**src/rtl/row_pe.sv**
```systemverilog
// Row-stationary conv PE: filter/ifmap row scratchpads, 1-D sliding MAC, psum chain.
// Define PE_SATURATE_EN to clamp accumulations instead of two's-complement wrap.
module row_pe #(
  parameter int ROW_IDX      = 0,
  parameter int COL_IDX      = 0,
  parameter int DATA_W       = 8,
  parameter int PSUM_W       = 16,
  parameter int IFMAP_DEPTH  = 16,
  parameter int FILTER_DEPTH = 8
) (
  input  logic              clk,
  input  logic              rst,
  input  logic [1:0]        mode_in,
  input  logic              change_mode,
  input  logic [DATA_W+8:0] filter_packet,
  input  logic [DATA_W+8:0] ifmap_packet,
  input  logic [1:0]        op_stage_in,
  input  logic [PSUM_W:0]   psum_in,
  input  logic              psum_ack_in,
  input  logic              conv_continue,
  output logic [PSUM_W:0]   psum_out,
  output logic              psum_ack_out,
  output logic              conv_done,
  output logic              error,
  output logic              full
);

  localparam int IAW = $clog2(IFMAP_DEPTH);
  localparam int FAW = $clog2(FILTER_DEPTH);
  localparam int ICW = $clog2(IFMAP_DEPTH + 1);
  localparam int FCW = $clog2(FILTER_DEPTH + 1);
  localparam int CW  = (ICW > FCW ? ICW : FCW) + 2;
  localparam int PW2 = 2 * DATA_W;
  localparam int SW  = (PSUM_W > PW2 ? PSUM_W : PW2) + 1;

  typedef enum logic [2:0] {
    S_IDLE, S_LOAD, S_MAC, S_WAIT, S_OUT, S_DONE
  } state_t;

  state_t r_state, w_nstate;

  logic [1:0]  r_mode;
  logic [ICW-1:0] r_icnt;
  logic [FCW-1:0] r_fcnt;
  logic signed [DATA_W-1:0] r_ifmap [IFMAP_DEPTH];
  logic signed [DATA_W-1:0] r_filter [FILTER_DEPTH];
  logic [2:0]  r_k;
  logic [IAW-1:0] r_base;
  logic signed [PSUM_W-1:0] r_acc;
  logic        r_pvalid;
  logic [PSUM_W-1:0] r_pdata;
  logic        r_ack;
  logic        r_err;

  logic [2:0]  w_k;
  logic [1:0]  w_s;
  logic        w_load;
  logic        w_fhit, w_ihit;
  logic        w_fwr, w_iwr;
  logic        w_ffull;
  logic        w_short;
  logic        w_fit;
  logic        w_err_n;
  logic        w_latch;
  logic        w_clr_i, w_clr_f;
  logic [IAW-1:0] w_iidx;
  logic [FAW-1:0] w_fidx;
  logic signed [PW2-1:0] w_prod;
  logic signed [SW-1:0]  w_acc_x, w_prod_x, w_ps_x;

  function automatic logic [PSUM_W-1:0] f_add(
    input logic signed [SW-1:0] a,
    input logic signed [SW-1:0] b
  );
    logic signed [SW:0] s;
`ifdef PE_SATURATE_EN
    logic signed [SW:0] hi, lo;
    hi = {{(SW+2-PSUM_W){1'b0}}, {(PSUM_W-1){1'b1}}};
    lo = {{(SW+2-PSUM_W){1'b1}}, {(PSUM_W-1){1'b0}}};
`endif
    s = {a[SW-1], a} + {b[SW-1], b};
`ifdef PE_SATURATE_EN
    if (s > hi) return hi[PSUM_W-1:0];
    if (s < lo) return lo[PSUM_W-1:0];
`endif
    return s[PSUM_W-1:0];
  endfunction

  assign w_k = r_mode[0] ? 3'd5 : 3'd3;
  assign w_s = r_mode[1] ? 2'd2 : 2'd1;

  // Scratchpads only fill while the array is loading and we are idle/loading
  assign w_load = (op_stage_in == 2'd1) &&
                  (r_state == S_IDLE || r_state == S_LOAD);

  assign w_fhit = filter_packet[DATA_W+8] && w_load &&
                  filter_packet[DATA_W+7:DATA_W+4] == 4'(ROW_IDX) &&
                  filter_packet[DATA_W+3:DATA_W] == 4'(COL_IDX);
  assign w_ihit = ifmap_packet[DATA_W+8] && w_load &&
                  ifmap_packet[DATA_W+7:DATA_W+4] == 4'(ROW_IDX) &&
                  ifmap_packet[DATA_W+3:DATA_W] == 4'(COL_IDX);

  assign full    = (r_icnt == ICW'(IFMAP_DEPTH));
  assign w_ffull = (r_fcnt == FCW'(FILTER_DEPTH));
  assign w_iwr   = w_ihit && !full;
  assign w_fwr   = w_fhit && !w_ffull;

  assign w_short = (CW'(r_icnt) < CW'(w_k)) || (CW'(r_fcnt) < CW'(w_k));
  assign w_fit   = (CW'(r_base) + CW'(w_s) + CW'(w_k)) <= CW'(r_icnt);

  assign w_iidx   = r_base + IAW'(r_k);
  assign w_fidx   = FAW'(r_k);
  assign w_prod   = r_filter[w_fidx] * r_ifmap[w_iidx];
  assign w_acc_x  = {{(SW-PSUM_W){r_acc[PSUM_W-1]}}, r_acc};
  assign w_prod_x = {{(SW-PW2){w_prod[PW2-1]}}, w_prod};
  assign w_ps_x   = {{(SW-PSUM_W){psum_in[PSUM_W-1]}}, psum_in[PSUM_W-1:0]};

  always_comb begin
    w_nstate = r_state;
    w_err_n  = (w_ihit && full) || (w_fhit && w_ffull);
    w_latch  = 1'b0;
    w_clr_i  = 1'b0;
    w_clr_f  = 1'b0;
    if (change_mode && r_state != S_IDLE && r_state != S_DONE)
      w_err_n = 1'b1;
    unique case (r_state)
      S_IDLE: begin
        w_latch = change_mode;
        if (op_stage_in == 2'd1) w_nstate = S_LOAD;
      end
      S_LOAD: begin
        if (op_stage_in == 2'd2) begin
          if (w_short) begin
            w_err_n  = 1'b1;
            w_nstate = S_DONE;
          end else begin
            w_nstate = S_MAC;
          end
        end
      end
      S_MAC: begin
        if (r_k == w_k - 3'd1) w_nstate = S_WAIT;
      end
      S_WAIT: begin
        if (psum_in[PSUM_W]) w_nstate = S_OUT;
      end
      S_OUT: begin
        if (psum_ack_in) w_nstate = w_fit ? S_MAC : S_DONE;
      end
      S_DONE: begin
        if (change_mode) begin
          w_latch  = 1'b1;
          w_clr_i  = 1'b1;
          w_clr_f  = 1'b1;
          w_nstate = S_IDLE;
        end else if (conv_continue) begin
          w_clr_i  = 1'b1;
          w_nstate = S_LOAD;
        end
      end
      default: w_nstate = S_IDLE;
    endcase
  end

  always_ff @(posedge clk) begin
    if (w_iwr) r_ifmap[r_icnt[IAW-1:0]] <= ifmap_packet[DATA_W-1:0];
    if (w_fwr) r_filter[r_fcnt[FAW-1:0]] <= filter_packet[DATA_W-1:0];
  end

  always_ff @(posedge clk or posedge rst) begin
    if (rst) begin
      r_state  <= S_IDLE;
      r_mode   <= 2'd0;
      r_icnt   <= '0;
      r_fcnt   <= '0;
      r_k      <= '0;
      r_base   <= '0;
      r_acc    <= '0;
      r_pvalid <= 1'b0;
      r_pdata  <= '0;
      r_ack    <= 1'b0;
      r_err    <= 1'b0;
    end else begin
      r_state <= w_nstate;
      r_err   <= w_err_n;
      r_ack   <= 1'b0;
      if (w_latch) r_mode <= mode_in;
      if (w_clr_i)    r_icnt <= '0;
      else if (w_iwr) r_icnt <= r_icnt + ICW'(1);
      if (w_clr_f)    r_fcnt <= '0;
      else if (w_fwr) r_fcnt <= r_fcnt + FCW'(1);
      unique case (r_state)
        S_LOAD: begin
          if (w_nstate == S_MAC) begin
            r_k    <= '0;
            r_base <= '0;
            r_acc  <= '0;
          end
        end
        S_MAC: begin
          r_acc <= f_add(w_acc_x, w_prod_x);
          r_k   <= r_k + 3'd1;
        end
        S_WAIT: begin
          if (psum_in[PSUM_W]) begin
            r_pdata  <= f_add(w_acc_x, w_ps_x);
            r_pvalid <= 1'b1;
            r_ack    <= 1'b1;
          end
        end
        S_OUT: begin
          if (psum_ack_in) begin
            r_pvalid <= 1'b0;
            r_k      <= '0;
            r_acc    <= '0;
            r_base   <= r_base + IAW'(w_s);
          end
        end
        default: ;
      endcase
    end
  end

  assign psum_out     = {r_pvalid, r_pdata};
  assign psum_ack_out = r_ack;
  assign error        = r_err;
  assign conv_done    = (r_state == S_DONE);

endmodule

```
**config.mk**
```make
export PLATFORM = sky130hd
export DESIGN_NAME = row_pe
export DESIGN_NICKNAME = d
export VERILOG_FILES = /design/src/rtl/row_pe.sv
export SDC_FILE = /design/constraint.sdc
export NUM_CORES = 1
export LEC_CHECK = 0
export CAP_MARGIN = 20
export CORE_MARGIN = 3
export CORE_UTILIZATION = 60
export CTS_CLUSTER_DIAMETER = 100
export DETAILED_ROUTE_END_ITERATION = 16
export PLACE_DENSITY = 0.8
export SLEW_MARGIN = 25
export SYNTH_ARGS = -nofsm -noshare
export SYNTH_HDL_FRONTEND = slang
export SYNTH_SLANG_ARGS = --single-unit
```
**constraint.sdc**
```tcl
create_clock -name clk -period 9.6 [get_ports clk]
set_input_delay 1.92 -clock clk [delete_from_list [all_inputs] [get_ports clk]]
set_output_delay 1.92 -clock clk [all_outputs]
set_load 0.02 [all_outputs]
```
# After elaboration in Yosys (flattened, before gate mapping)
# Memories as Yosys holds them, arrays and structs flattened.
# Index checks and enable logic that the tools add are counted.
[classes]
eq_ne = 15
add_sub_neg = 10
multipliers = 1
magnitude_cmp = 3
n_reduce_logical = 33
n_mux = 44
[ops]
columns = ["cell", "count"]
rows = [
  ["one-hot mux 16 bit (3 select lines)", 1],
  ["2-to-1 mux 3 bit", 12],
  ["adder 16 bit", 2],
  ["2-to-1 mux 16 bit", 2],
  ["one-hot mux 3 bit (6 select lines)", 1],
  ["2-to-1 mux 1 bit", 17],
  ["logical NOT 4 bit", 4],
  ["multiplier 8 x 8 -> 16 bit", 1],
  ["2-to-1 mux 4 bit", 4],
  ["logical AND 1 bit", 13],
  ["2-to-1 mux 5 bit", 2],
  ["equality test 3 x 2 -> 1 bit (second input constant)", 3],
  ["one-hot mux 3 bit (3 select lines)", 1],
  ["AND reduction 3 bit", 3],
  ["one-hot mux 4 bit (2 select lines)", 1],
  ["nonzero test 2 bit", 4],
  ["adder 5 x 3 -> 6 bit", 1],
  ["equality test 3 bit (second input constant)", 2],
  ["less-or-equal comparator 6 x 5 -> 1 bit", 1],
  ["nonzero test 3 bit", 2],
  ["adder 4 x 2 -> 5 bit", 1],
  ["adder 5 x 1 -> 5 bit (second input constant)", 1],
  ["equality test 5 bit (second input constant)", 1],
  ["< comparator 5 x 3 -> 1 bit", 1],
  ["other kinds (20)", 25],
]
[word_totals]
mem_count = 2
regBits = 56
input_bits = 60
mem_bits_rw = 192
elab_cells = 119
output_inout_bits = 21
[mem_list]
columns = ["memory", "depth", "word_bits", "rd", "rd_clocked_by_memory_dff", "wr", "line", "rtl"]
rows = [
  ["r_ifmap", 16, 8, 1, 0, 1, "45", "logic signed [DATA_W-1:0] r_ifmap [IFMAP_DEPTH];"],
  ["r_filter", 8, 8, 1, 0, 1, "46", "logic signed [DATA_W-1:0] r_filter [FILTER_DEPTH];"],
]

# Logic depth before layout (Yosys ltp)
[logic_depth]
ltp_word = 12
mapped_depth = 25
depth_no_buf = 24

# Least setup slack after synthesis
# Ideal clock, no wire load.
[synth_timing]
kind = "reg-to-reg"
start = "register r_k[0]"
end = "register r_acc[14]"
arrival_time_ns = 6.517
path_buffers = 1
setup_time_ns = 0.122
required_time_ns = 9.478
stages_incl_launch_ff = 22
synth_period_minus_slack_ns = 6.638
setup_slack_ns = 2.962
path_cell_list = "dfrtp_1 > ha_1 > fa_1 > buf_1 > mux4_2 > mux2_2 > a21oi_4 > nand2b_1 > fa_1 > fa_1 > inv_1 > fa_1 > fa_1 > inv_1 > fa_1 > inv_1 > ha_1 > o21ai_1 > a21o_1 > a211oi_1 > or4_1 > a32o_1"
[synth_between]
elab_chain_cells = 6
elab_cells_between_ends = 12
classes_between = "2 x add/sub; 1 x mul; 3 x eq/ne; 3 x mux; 1 x reduce/logical; 2 x memory"
[synth_lines]
columns = ["element", "line", "rtl"]
rows = [
  ["start, declared", "47", "logic [2:0] r_k;"],
  ["start signal, assigned", "202", "r_k <= r_k + 3'd1;"],
  ["parallel branches: the longest is 6 deep, another holds multiplier 8 x 8 -> 16 bit", "-", ""],
  ["end signal, assigned", "201", "r_acc <= f_add(w_acc_x, w_prod_x);"],
  ["end, declared", "49", "logic signed [PSUM_W-1:0] r_acc;"],
]
# Several ways; the timed one is not identified.
# A chain may end at the register's enable or synchronous reset.

# Final worst setup path
[layout_timing]
start = "register r_base[0]"
end = "register r_acc[14]"
[layout_between]
elab_chain_cells = 9
elab_cells_between_ends = 14
classes_between = "4 x add/sub; 1 x mul; 1 x order compare; 2 x eq/ne; 4 x mux; 1 x reduce/logical; 1 x memory"
[layout_lines]
columns = ["element", "line", "rtl"]
rows = [
  ["start, declared", "48", "logic [IAW-1:0] r_base;"],
  ["start signal, assigned", "216", "r_base <= r_base + IAW'(w_s);"],
  ["parallel branches: the longest is 9 deep, another holds multiplier 8 x 8 -> 16 bit", "-", ""],
]
# Several ways; the timed one is not identified.

==> results.md <==
- The worst pin sits at a relative slew slack of 0.291.
- The share of post-route cells with drive strength above 1 is 0.102.
- The total placed cells including tap cells is 1410.
- The data arrival time of the critical path is 8.06 ns.
- The tool flagged a number of max-cap violations equal to 0.
- The final-stage net count is 1338.
- After synthesis, the most frequently instantiated cells are 192 x sky130_fd_sc_hd__edfxtp_1, 113 x sky130_fd_sc_hd__inv_1, 82 x sky130_fd_sc_hd__nor2_1, 77 x sky130_fd_sc_hd__fa_1, 77 x sky130_fd_sc_hd__ha_1.
- For hold timing, the worst endpoint is r_pdata[1].
- The run finished with clean final reports.
- The most used flip-flop cell after synthesis is sky130_fd_sc_hd__edfxtp_1.
- The die is 160 µm tall.
- The number of antenna violations at the first check in global routing is 0.
- The area growth from synthesis to layout is 13.8%.
- Data on the critical path is required at its endpoint by 10.01 ns.
- The number of warnings reported in the yosys synthesis log is 0.
- The number of standard cells after synthesis is 1033.
- The clock tree from TritonCTS is built.
- During placement, the flow inserted port buffers numbering 80.
- The synthesized area per cell is 13.7 µm².
- The launch point of the critical path is r_base[0].
- For this block, the initial DRC count from the detailed router was 738.
- Using the TritonRoute via totals, the vias-per-cell ratio works out to 5.95.
- Static timing analysis puts the maximum clock frequency at 0.131 GHz.
- The clock slew at the register clock pins of the worst setup and hold paths is 0.06 ns.
- STA classifies the critical path endpoint as a flop.
- The critical path class is reg -> reg.
- The half-perimeter wire length after detailed placement is 20300 µm.
- The clock period could shrink to 7.66 ns.
- The first global-routing pass estimated 49000 µm of wire.
- For this run, the register share of the synthesized area comes to 0.505.
- The actual slew at the worst max-slew pin is 1.03 ns.
- In this run the core area contains 55 standard-cell rows.
- The biggest area contributor in the post-synthesis netlist is sky130_fd_sc_hd__edfxtp_1.
- The number of hold-slack violations in the final timing report was 0.
- Across every metal layer, demand over resource in global routing totals 0.241.
- The die is 160 µm wide.
- The clock reaches the later pin of the worst-skew pair after 0.54 ns.
- The area of the die is 0.0255 mm².
- The total of cells resized after clock tree synthesis is 0.
- The number of nets in the synthesized netlist is 1247.
- For this run the aggregate overflow at the end of global routing stands at 0.
- For this run, design rule violations remaining after detail routing come to 0.
- The weighted congestion at the end of routability-driven global placement is 0.865.
- The path class of the tightest hold or removal check is reg -> reg.
- Between clock sinks in the finished design, the worst skew comes to 0.0278 ns.
- The beginning of the worst hold path is r_pdata[1].
- The initial core utilization is 0.619.
- Yosys mapped a number of flops with a built-in enable equal to 192.
- Once layout is complete, the utilization of the core stands at 0.704.
- The final-layout setup total negative slack is 0 ns.
- The detail route stage leaves a number of antenna-violating nets equal to 0.
- The biggest fanout along the worst timing path is 20.
- The share of the clock period used by the worst path after layout is 0.797.
- The total count of max-transition violations in the final report is 0.
- The number of cells on the worst reg-to-reg path is 19.
- The maximum number of buffers from clock root to sink is 3.
- For this design the top-level I/O count stands at 81.
- Counting instances, the worst hold path has a depth of 2.
- In this run, distinct cell masters in the synthesized netlist total 72.
- The capturing point of the worst reg2reg path is r_acc[14].
- Post-CTS timing repair inserted 0 buffers for setup.
- In the post-synthesis netlist, the biggest area contributors are sky130_fd_sc_hd__edfxtp_1 41%, sky130_fd_sc_hd__fa_1 11%, sky130_fd_sc_hd__dfrtp_1 9.9%.
- The maximum number of pins on one net before global-route repair is 57.
- The H-tree level count is 1.
- Once layout is complete, the cells apart from fillers number 1454.
- The number of clock sinks is 248.
- The most instantiated library cell after synthesis is sky130_fd_sc_hd__edfxtp_1.
- Setup repair after global routing left no endpoint under its margin.
- In this run, synthesis produced a sequential element count of 248.
- The launching point of the worst reg2reg path is r_base[0].
- The synthesized netlist occupies a cell area of 0.0142 mm².
- The via count is 8651.
- The proportion of register bits with asynchronous set or reset after synthesis is 0.226.
- The average wire per cell in the routed design is 20.4 µm.
- In this run the register-to-register setup slack is 1.94 ns.
- The number of antenna diodes is 0.
- After detailed routing, the total wire length is 29700 µm.
- Of the post-synthesis cell area, the dominant cell type holds 0.407.
- The type of origin of the critical path is a flop.
- The cell at the root of the clock tree is sky130_fd_sc_hd__clkbuf_16.
- Setup violations remaining at the end of the flow were counted as 0.
- The number of global-route vias before repair is 9153.
- The TritonCTS buffer count is 25.
- After clock tree synthesis, the flow added hold-fix buffers numbering 0.
- The first TritonRoute pass finished after 5 iterations.
- The fill cell instance count of the final layout is 1452.
- The core region is 0.0229 mm².
==> final cells by class <==
| class | instances | area [µm²] | share of cell area |
|---|---|---|---|
| clock buffers | 31 | 658 | 0.0408 |
| clock inverters | 13 | 185 | 0.0115 |
| inverters | 117 | 439 | 0.0272 |
| multi-input cells | 643 | 6420 | 0.398 |
| flip-flops and latches | 248 | 7170 | 0.444 |
| well taps | 313 | 392 | 0.0243 |
| repair buffers | 89 | 868 | 0.0538 |
==> per-stage QoR <==
step                      area (µm²)  hold slack, ns  worst slack, ns
final                          16100           0.475             1.94
after global routing           16100           0.499             1.60
after CTS                      16100           0.481             1.91
after detailed placement       15300           0.467             2.02
after global placement         15300           0.460             2.25
after floorplan                14200           0.448             2.96
==> cell families after synthesis <==
group,after synthesis,share of synthesized area
AOI/OAI and AO/OA,129,0.0664
xor gates and xnor gates,34,0.0221
buffers and inverters,142,0.0428
DFF,248,0.505
adders and majority gates,154,0.177
and+or+nand+nor,252,0.0885
muxes,74,0.0981
==> worst max path at each step <==
stage                     cells past startpoint  slack (ns)         to
final                                        19        1.94  r_acc[14]
after global routing                         19        1.60  r_acc[14]
after CTS                                    19        1.91  r_acc[14]
after detailed placement                     19        2.02  r_acc[14]
after global placement                       19        2.25  r_acc[14]
after floorplan                              21        2.96  r_acc[14]
==> placed cells by master, fill, tap and decap left out, drive strengths merged, types with 6 or more instances in the layout <==
cell	Yosys	layout
nor2	83	83
o31ai	7	7
mux2i	20	20
a211oi	9	9
mux4	48	48
a21o	14	14
xnor2	25	25
a22o	7	7
nor2b	11	11
nand2b	16	16
nand2	56	56
and3	12	12
clkdlybuf4s50	0	80
edfxtp	192	192
buf	19	9
nand3	11	11
inv	117	118
and2	11	11
mux2	6	6
xor2	9	9
fa	77	77
nor3	16	16
nor3b	6	6
ha	77	77
clkbuf	6	31
o21ai	41	41
or2	8	8
dfrtp	56	56
a21oi	22	22
==> sequential cells by signal, summed over array words and instances (netlist names), 2 cells and up <==
register,count
r_state,3
r_filter,64
r_pdata,16
r_icnt,5
r_k,3
r_fcnt,4
r_mode,2
r_base,4
r_acc,16
r_ifmap,128
==> critical path, cell delays in order, from the launching register on <==
cell                       delay, ns
sky130_fd_sc_hd__dfrtp_1        0.43
sky130_fd_sc_hd__ha_4           0.19
sky130_fd_sc_hd__fa_1           0.93
sky130_fd_sc_hd__buf_4          0.42
sky130_fd_sc_hd__mux4_2         0.24
sky130_fd_sc_hd__nor2b_1        0.12
sky130_fd_sc_hd__a211oi_1       0.08
sky130_fd_sc_hd__a21oi_2        0.33
sky130_fd_sc_hd__nor2b_1        0.74
sky130_fd_sc_hd__fa_1           0.57
sky130_fd_sc_hd__fa_1           0.55
sky130_fd_sc_hd__fa_1           0.46
sky130_fd_sc_hd__fa_1           0.50
sky130_fd_sc_hd__ha_1           0.31
sky130_fd_sc_hd__ha_1           0.34
sky130_fd_sc_hd__or3_1          0.36
sky130_fd_sc_hd__o21ai_0        0.12
sky130_fd_sc_hd__a211oi_1       0.10
sky130_fd_sc_hd__or4_1          0.47
sky130_fd_sc_hd__a32o_1         0.25
==> routing by layer <==
layer / global-route usage / up-vias / part of all wire
li1: - / 3884 / -
met1: 0.333 / 4331 / 0.41
met2: 0.403 / 377 / 0.49
met3: 0.0361 / 59 / 0.069
met4: 0.0724 / 0 / 0.024
met5: 0 / - / 0
Power is left out: the tool's default activity adds up to more than one toggle a clock period on the data nets, which glitch-free logic cannot reach.
